==> config.mk <==
export PLATFORM = sky130hd
export DESIGN_NAME = muldiv_sequencer
export DESIGN_NICKNAME = d
export VERILOG_FILES = /design/src/rtl/muldiv_sequencer.sv
export SDC_FILE = /design/constraint.sdc
export NUM_CORES = 1
export LEC_CHECK = 0
export ABC_AREA = 0
export CAP_MARGIN = 30
export CORE_MARGIN = 1.5
export CORE_UTILIZATION = 50
export CTS_BUF_LIST = sky130_fd_sc_hd__clkbuf_8
export DETAILED_ROUTE_END_ITERATION = 8
export GPL_ROUTABILITY_DRIVEN = 0
export PLACE_DENSITY = 0.69
export SLEW_MARGIN = 10
export SYNTH_ARGS = -nofsm -noshare
export SYNTH_HDL_FRONTEND = slang
export SYNTH_SLANG_ARGS = --single-unit
==> constraint.sdc <==
create_clock -name clk -period 8.3 [get_ports clk]
set_input_delay 1.245 -clock clk [delete_from_list [all_inputs] [get_ports clk]]
set_output_delay 1.245 -clock clk [all_outputs]
set_load 0.005 [all_outputs]
==> src/rtl/muldiv_sequencer.sv <==
// Iterative RV32M multiply/divide sequencer. It sits beside the EX-stage ALU.
// One M-extension op is accepted from ID/EX. The pipeline is stalled while the
// shift-add or restoring-divide datapath iterates. The result is then held
// until the EX/MEM latch takes it.
module muldiv_sequencer #(
    parameter int WIDTH          = 32,
    parameter int BITS_PER_CYCLE = 1     // 1, 2 or 4
) (
    input  logic             clk,
    input  logic             rst,        // asynchronous, active-low
    input  logic             start,
    input  logic [2:0]       funct3,
    input  logic [WIDTH-1:0] a,
    input  logic [WIDTH-1:0] b,
    input  logic             flush,
    input  logic             advance,
    output logic             stall,
    output logic             done,
    output logic [WIDTH-1:0] result
);

    localparam int N  = WIDTH / BITS_PER_CYCLE;
    localparam int CW = (N > 1) ? $clog2(N) : 1;
    localparam logic [CW-1:0]    CNT_LOAD = CW'(N - 1);
    localparam logic [WIDTH-1:0] MIN_INT  = {1'b1, {(WIDTH-1){1'b0}}};

    typedef enum logic [1:0] {IDLE, CALC, DONE} state_t;

    state_t state_reg, state_next;

    logic [2:0]         op_reg;
    logic               neg_reg;      // final result must be negated
    logic [CW-1:0]      cnt_reg;
    logic [2*WIDTH-1:0] acc_reg;      // mul: {hi, multiplier}; div: {remainder, quotient}
    logic [WIDTH-1:0]   opnd_reg;     // mul: |a| multiplicand; div: |b| divisor
    logic [WIDTH-1:0]   result_reg;

    // ---------------- incoming op decode (used only on IDLE acceptance) ----
    logic             is_div_in, a_signed_in, b_signed_in, a_neg_in, b_neg_in, neg_in;
    logic [WIDTH-1:0] abs_a, abs_b;
    logic             div_zero, div_ovf, special_in;
    logic [WIDTH-1:0] special_result;
    logic             accept, calc_step;

    assign is_div_in   = funct3[2];
    // Signed operands: MULH both, MULHSU rs1 only, DIV/REM both.
    assign a_signed_in = (funct3 == 3'd1) || (funct3 == 3'd2) || (funct3 == 3'd4) || (funct3 == 3'd6);
    assign b_signed_in = (funct3 == 3'd1) || (funct3 == 3'd4) || (funct3 == 3'd6);
    assign a_neg_in    = a_signed_in & a[WIDTH-1];
    assign b_neg_in    = b_signed_in & b[WIDTH-1];
    assign abs_a       = a_neg_in ? (~a + 1'b1) : a;
    assign abs_b       = b_neg_in ? (~b + 1'b1) : b;
    // Remainder takes the dividend's sign; products and quotients take the XOR.
    assign neg_in      = (is_div_in && funct3[1]) ? a_neg_in : (a_neg_in ^ b_neg_in);

    assign div_zero    = is_div_in && (b == '0);
    assign div_ovf     = is_div_in && !funct3[0] && (a == MIN_INT) && (b == '1);
    assign special_in  = div_zero || div_ovf;
    assign special_result = div_zero ? (funct3[1] ? a : '1)
                                     : (funct3[1] ? '0 : MIN_INT);

    assign accept    = (state_reg == IDLE) && start && !flush;
    assign calc_step = (state_reg == CALC) && !flush;

    // ---------------- iteration datapath: BITS_PER_CYCLE chained steps -----
    logic [BITS_PER_CYCLE:0][2*WIDTH-1:0] stage;
    assign stage[0] = acc_reg;

    generate
        for (genvar gi = 0; gi < BITS_PER_CYCLE; gi++) begin : g_step
            logic [WIDTH:0] mul_sum;
            logic [WIDTH:0] div_trial;
            logic [WIDTH:0] div_diff;

            // Shift-add: conditionally add multiplicand to the high half, then shift right.
            assign mul_sum   = {1'b0, stage[gi][2*WIDTH-1:WIDTH]}
                             + (stage[gi][0] ? {1'b0, opnd_reg} : {(WIDTH+1){1'b0}});
            // Restoring divide: shift in the next dividend bit and try a subtract.
            assign div_trial = {stage[gi][2*WIDTH-1:WIDTH], stage[gi][WIDTH-1]};
            assign div_diff  = div_trial - {1'b0, opnd_reg};

            assign stage[gi+1] = op_reg[2]
                ? (div_diff[WIDTH] ? {div_trial[WIDTH-1:0], stage[gi][WIDTH-2:0], 1'b0}
                                   : {div_diff[WIDTH-1:0],  stage[gi][WIDTH-2:0], 1'b1})
                : {mul_sum, stage[gi][WIDTH-1:1]};
        end
    endgenerate

    // ---------------- final sign correction and result selection -----------
    logic [2*WIDTH-1:0] prod_fixed;
    logic [WIDTH-1:0]   quo_raw, rem_raw, final_result;

    assign prod_fixed = neg_reg ? (~stage[BITS_PER_CYCLE] + 1'b1) : stage[BITS_PER_CYCLE];
    assign quo_raw    = stage[BITS_PER_CYCLE][WIDTH-1:0];
    assign rem_raw    = stage[BITS_PER_CYCLE][2*WIDTH-1:WIDTH];

    // Pick the low/high product half, quotient or remainder for the latched op.
    always_comb begin
        final_result = prod_fixed[WIDTH-1:0];
        case (op_reg)
            3'd0:         final_result = prod_fixed[WIDTH-1:0];
            3'd1, 3'd2,
            3'd3:         final_result = prod_fixed[2*WIDTH-1:WIDTH];
            3'd4, 3'd5:   final_result = neg_reg ? (~quo_raw + 1'b1) : quo_raw;
            default:      final_result = neg_reg ? (~rem_raw + 1'b1) : rem_raw;
        endcase
    end

    // State register.
    always_ff @(posedge clk or negedge rst) begin
        if (!rst) state_reg <= IDLE;
        else      state_reg <= state_next;
    end

    // Next-state and stall/done decode; flush overrides every transition.
    always_comb begin
        state_next = state_reg;
        stall      = 1'b0;
        done       = 1'b0;
        case (state_reg)
            IDLE: begin
                if (start && !flush) begin
                    stall      = 1'b1;
                    state_next = special_in ? DONE : CALC;
                end
            end
            CALC: begin
                stall = 1'b1;
                if (cnt_reg == '0) state_next = DONE;
            end
            DONE: begin
                done = 1'b1;
                if (advance) state_next = IDLE;
            end
            default: state_next = IDLE;
        endcase
        if (flush) state_next = IDLE;
        // The pipeline is never frozen while reset is held.
        stall = stall & rst;
    end

    // Operand latch on acceptance, one iteration per CALC cycle, result capture.
    always_ff @(posedge clk or negedge rst) begin
        if (!rst) begin
            op_reg     <= '0;
            neg_reg    <= 1'b0;
            cnt_reg    <= '0;
            acc_reg    <= '0;
            opnd_reg   <= '0;
            result_reg <= '0;
        end else if (accept) begin
            op_reg  <= funct3;
            neg_reg <= neg_in;
            cnt_reg <= CNT_LOAD;
            if (is_div_in) begin
                acc_reg  <= {{WIDTH{1'b0}}, abs_a};
                opnd_reg <= abs_b;
            end else begin
                acc_reg  <= {{WIDTH{1'b0}}, abs_b};
                opnd_reg <= abs_a;
            end
            if (special_in) result_reg <= special_result;
        end else if (calc_step) begin
            acc_reg <= stage[BITS_PER_CYCLE];
            cnt_reg <= cnt_reg - 1'b1;
            if (cnt_reg == '0) result_reg <= final_result;
        end
    end

    assign result = result_reg;

endmodule

== Word-level counts from Yosys, hierarchy flattened ==
Index checks and enable logic that the tools add are counted.
Operators by class
  add/sub/neg operators: 8
  equal/unequal tests: 17
  muxes and demuxes: 32
  bitwise operators: 9
  reductions and logical operators: 27
Operator list (count)
  two-way mux 32 bit: 14
  two-way mux 64 bit: 5
  adder 32 x 1 -> 32 bit (second input constant): 4
  inverter 32 bit: 4
  one-hot mux 32 bit (3 select lines): 1
  adder 64 x 1 -> 64 bit (second input constant): 1
  equality test 32 bit (second input constant): 2
  inverter 64 bit: 1
  adder 32 x 32 -> 33 bit: 1
  subtractor 33 x 32 -> 33 bit: 1
  zero test 32 bit: 1
  equality test 3 bit (second input constant): 4
  two-way mux 2 bit: 5
  two-way mux 5 bit: 2
  equality test 3 x 2 -> 1 bit (second input constant): 3
  logical AND 1 bit: 9
  equality test 3 x 1 -> 1 bit (second input constant): 2
  logical OR 1 bit: 6
  inequality test 3 x 2 -> 1 bit (second input constant): 2
  one-hot mux 2 bit (3 select lines): 1
  AND reduction 3 bit: 2
  zero test 5 bit: 1
  subtractor 5 x 1 -> 5 bit (second input constant): 1
  nonzero test 2 bit: 2
  other kinds (13): 18
Word-level totals
  output and inout port bits: 34
  register bits after elaboration: 139
  logic and storage cells: 100

== Logic depth before layout (Yosys ltp) ==
  word-level depth: 10
  depth in mapped cells: 27
  mapped depth without buffers: 24

== Worst setup path before layout ==
OpenSTA, ideal clock, no wires.
  kind: register -> register
  from: reg acc_reg[31]
  to: reg result_reg[10], in the netlist result[10]
  cell stages (with the launch flop): 28
  required time: 8.170 ns
  data arrival time: 5.252 ns
  clock period less this slack: 5.382 ns
  library setup time: 0.130 ns
  buffers on the path: 3
  slack: 2.918 ns
  cells stage by stage: dfrtp_1 -> inv_1 -> ha_1 -> inv_1 -> fa_1 -> a211oi_2 -> o211ai_1 -> a211o_1 -> and3_1 -> buf_4 -> nor3_4 -> buf_2 -> nor3_1 -> a21oi_1 -> ha_1 -> o211ai_1 -> or4_1 -> o21ai_0 -> and2_1 -> nand3_1 -> or2_2 -> clkbuf_1 -> a21oi_1 -> nand2_1 -> o21ai_0 -> xnor2_1 -> o211ai_1 -> nand3_1
On the way
  longest elaborated chain between the ends: 10
  elaborated cells on any way between the ends: 16
Ends and longest elaborated chain
  start, declared: line 34  | logic [2*WIDTH-1:0] acc_reg;
  start signal, assigned: line 156  | acc_reg <= {{WIDTH{1'b0}}, abs_a};
  start signal, assigned: line 159  | acc_reg <= {{WIDTH{1'b0}}, abs_b};
  start signal, assigned: line 164  | acc_reg <= stage[BITS_PER_CYCLE];
  subtractor 33 x 32 -> 33 bit: line 80  | assign div_diff = div_trial - {1'b0, opnd_reg};
  two-way mux 64 bit: line 83  | ? (div_diff[WIDTH] ? {div_trial[WIDTH-1:0], stage[gi][WIDTH-2:0], 1'b0}
  two-way mux 64 bit (*): line 83
  inverter 64 bit (tied with other cells): line 93  | assign prod_fixed = neg_reg ? (~stage[BITS_PER_CYCLE] + 1'b1) : stage[BITS_PER_CYCLE];
  adder 64 x 1 -> 64 bit (tied with other cells): line 93
  two-way mux 64 bit (tied with other cells): line 93
  one-hot mux 32 bit (3 select lines) (*): line 100  | case (op_reg)
  two-way mux 32 bit (*): line 166  | if (cnt_reg == '0) result_reg <= final_result;
  two-way mux 32 bit (*): line 163  | end else if (calc_step) begin
  two-way mux 32 bit (*): line 151  | end else if (accept) begin
  end signal, assigned: line 162  | if (special_in) result_reg <= special_result;
  end signal, assigned: line 166
  end, declared: line 36  | logic [WIDTH-1:0] result_reg;
Every way passes the cells marked *; elsewhere a longest branch is shown, timed or not. The select of a mux whose other input is x is not followed.
A chain may end at the register's enable or synchronous reset.

== Final worst setup path ==
  from: reg acc_reg[31]
  to: reg result_reg[6], in the netlist result[6]
Same word-level chain as after synthesis.

==> results.ini <==
[hold_path]
hold_start = result[11]
holdCritPathClass = register to register

[clocking]
cts_buffers = 17
cts_tree = done
cts_resized = 0
clock-sinks = 139
clk_pin_slew_ns = 0.10
clockBufferDepth = 2
cts_root_buf = clkbuf_8
holdBufCountCts = 0
h-tree-depth = 4
cts_setup_buffers = 0
clock_latency_ns = 0.51

[worst_setup_path]
crit_type = register to register
crit_cells = 24
cp.arrival_ns = 7.01
required_ns = 8.66
cp_common_cell = a21oi_1
critPathMaxStageDelay_ns = 0.66
critPathLaunch = acc_reg[31]
critPathTopFamily = simple AND/OR/NAND/NOR gates
crit_chain = inv_1 -> ha_1 -> inv_1 -> fa_1 -> a211oi_2 -> o211ai_1 -> a211o_1 -> and3_1 -> nor3_4 -> nor3_1 -> a21oi_1 -> ha_1 -> o211ai_1 -> or4_1 -> o21ai_0 -> and2_1 -> nand3_1 -> nor2_1 -> nor3_1 -> a21oi_1 -> xor2_1 -> o22ai_1 -> a221oi_1 -> a21oi_1
ff2ff_setup_slack_ns = 1.66
cp-endpoint = result[6]
rr_endpoint = result[6]
slowest_stage = nor3_4
crit_fanout = 18
r2r_cells = 24
critPathCaptureType = register
start_kind = register
path_buf_inv = 2
rr_startpoint = acc_reg[31]

[global_routing]
grt_max_degree = 82
antenna_found_initial = 3
grt_usage_pct = 37.74
grt-ovfl-total = 0
grt_pass1_wl_um = 95930
grt_pass1_vias = 16420

[timing]
rsz0062_at_grt = no
hold_ws_ns = 0.4970
worst_pin_slew_ns = 1.009
final.period_utilization_pct = 80.02
drv_slew = 0
fin_crit_ns = 6.641
setup_viol = 0
timing.fmax_ghz = 0.1506
tns_ns = 0
finClkSkew_ns = 0.02603
hold_viol = 0
maxSlewHeadroom_pct = 32.40

[layout]
area.sequential_mm2 = 0.003483
diodes = 0
syn_to_final_growth_pct = 10.15
fillers = 3015
largest_reg_flops = 64
fin_nets = 2378
drive_gt1_share_pct = 5.877
fin_cells = 2648
multi_input_area_mm2 = 0.01187

[routing]
wl_per_cell_um = 24.26
drtPass1Iterations = 6
antenna_left = 0
viasPerCell = 6.761
route.detailed.drc = 0
routed_wl_um = 64230
vias = 17900
drtIter0Drc = 2640

[yosys]
async_reset_ff_share_pct = 100.0
netlist_top_cells_area = dfrtp_1 22%, o21ai_0 7.3%, nand2_1 6.6%
synth.most_common_cell = nand2_1
yosysSeqAreaShare_pct = 21.56
synth_common_cells = 283 x nand2_1, 234 x o21ai_0, 211 x a21oi_1, 177 x nor2_1, 139 x dfrtp_1
synth_cell_types = 111
yosysTopAreaCell = dfrtp_1
yosys_warnings = 0
synth_area_per_cell_um2 = 7.287
syn_area_mm2 = 0.01613
synth_ff_type = dfrtp_1
synth_seq_cells = 139
synth_cells = 2214
synth_edf_count = 0
synth_nets = 2359
synth_top_area_share_pct = 21.56

[power_and_ir_drop]
power_switching_mw = 3.673
power.density_mw_per_mm2 = 360.6
p_clk_share_pct = 9.2
swShare_pct = 57.33
power.internal_mw = 2.735
vdd_drop_max_mv = 0.1772
seq_power_share_pct = 16.9
p_leak_nw = 7.112
combPwrFrac_pct = 73.9

[placement]
dp_hpwl_um = 49150
port_buffers = 105
place_inst = 2613

[floorplan]
rows = 65
num_io_pins = 106
die_height_um = 182.6
start_util_pct = 51.00
coreArea_mm2 = 0.03164
dieArea_mm2 = 0.03336
die_w_um = 182.6

[status]
status = complete, no violations

[run]
max_cap_violations = 0

power groups by stage:
| stage | sequential [mW] | clock (mW) | combinational (mW) |
|---|---|---|---|
| 4_1_cts | 1.07 | 0.591 | 4.53 |
| 3_5_place_dp | 1.08 | 0 | 4.50 |
| 6_report | 1.08 | 0.592 | 4.73 |
| 2_1_floorplan | 0.989 | 0 | 3.28 |
| 5_1_grt | 1.10 | 0.621 | 5.03 |
| 3_3_place_gp | 1.07 | 0 | 4.44 |
worst min path at each step:
stage                        to  slack, ns  cells after the start
floorplan           opnd_reg[2]       0.46                      2
global placement     result[11]       0.47                      2
detailed placement    result[4]       0.48                      2
CTS                  result[11]       0.50                      2
global route         result[15]       0.53                      2
finish               result[11]       0.50                      2
worst reg2reg max path: cells and delay by family (launching register included):
| family | cells | cell delay, ns |
|---|---|---|
| simple gates | 8 | 2.66 |
| flops | 1 | 0.45 |
| buf+inv | 2 | 0.15 |
| compound gates | 10 | 2.17 |
| fa+ha+maj | 3 | 0.87 |
| xor+xnor | 1 | 0.20 |
routing by layer:
metal / part of all wire [%] / track usage [%] / vias up
met5: 0.045 / 0 / -
met4: 6.8 / 22.15 / 4
met3: 10 / 8.202 / 242
met2: 44 / 59.01 / 1049
met1: 39 / 47.92 / 8441
li1: - / - / 8167
metrics by stage:
step	total power [mW]	worst slack, ns	utilization, %	area (um^2)
2_1_floorplan	4.273	2.918	-	16130
3_3_place_gp	5.517	2.074	54.83	17350
3_5_place_dp	5.589	1.885	54.85	17350
4_1_cts	6.195	1.838	56.10	17750
5_1_grt	6.754	1.245	56.18	17770
6_report	6.408	1.659	56.18	17770
cell type report:
type                    instances  share of cell area [%]
inverters                      72                   1.521
flip-flops and latches        139                   19.60
clock buffers                  18                   1.394
repair buffers                132                   7.061
clock inverters                14                  0.8237
well taps                     402                   2.830
multi-input cells            1871                   66.77
cells by family after synthesis:
| kind of cell | after synthesis | share of synthesized area [%] |
|---|---|---|
| DFF | 139 | 21.56 |
| buffers and inverters | 204 | 4.994 |
| muxes | 58 | 3.707 |
| adders and majority gates | 73 | 5.754 |
| xor gates and xnor gates | 165 | 8.957 |
| AOI/OAI and AO/OA | 795 | 31.74 |
| and+or+nand+nor | 780 | 23.29 |
cells in the final DEF (no fill, tap or decap), types with 7 or more instances in the layout:
cell type,n
a221oi_1,9
dfrtp_1,137
inv_1,72
clkdlybuf4s50_1,103
ha_1,71
a211o_1,7
or3_1,14
a21o_1,29
or2_2,9
xor2_1,65
a211oi_1,20
nor2_1,176
nand2b_1,11
xnor2_1,100
nand2_1,282
a31oi_1,22
and3_1,16
o21ai_0,234
o41ai_1,7
or4_1,9
a22o_1,22
o211ai_1,70
o2111ai_1,8
a21oi_1,211
o21a_1,14
clkbuf_8,18
nor2b_1,12
buf_4,25
o22ai_1,12
nand3b_1,7
and2_1,45
nor3_1,61
o21ai_1,15
mux2_2,10
nor4_1,17
mux2i_1,46
o31ai_1,25
nand4_1,36
nand3_1,44
Note: power is estimated with default switching activity, not from simulation.
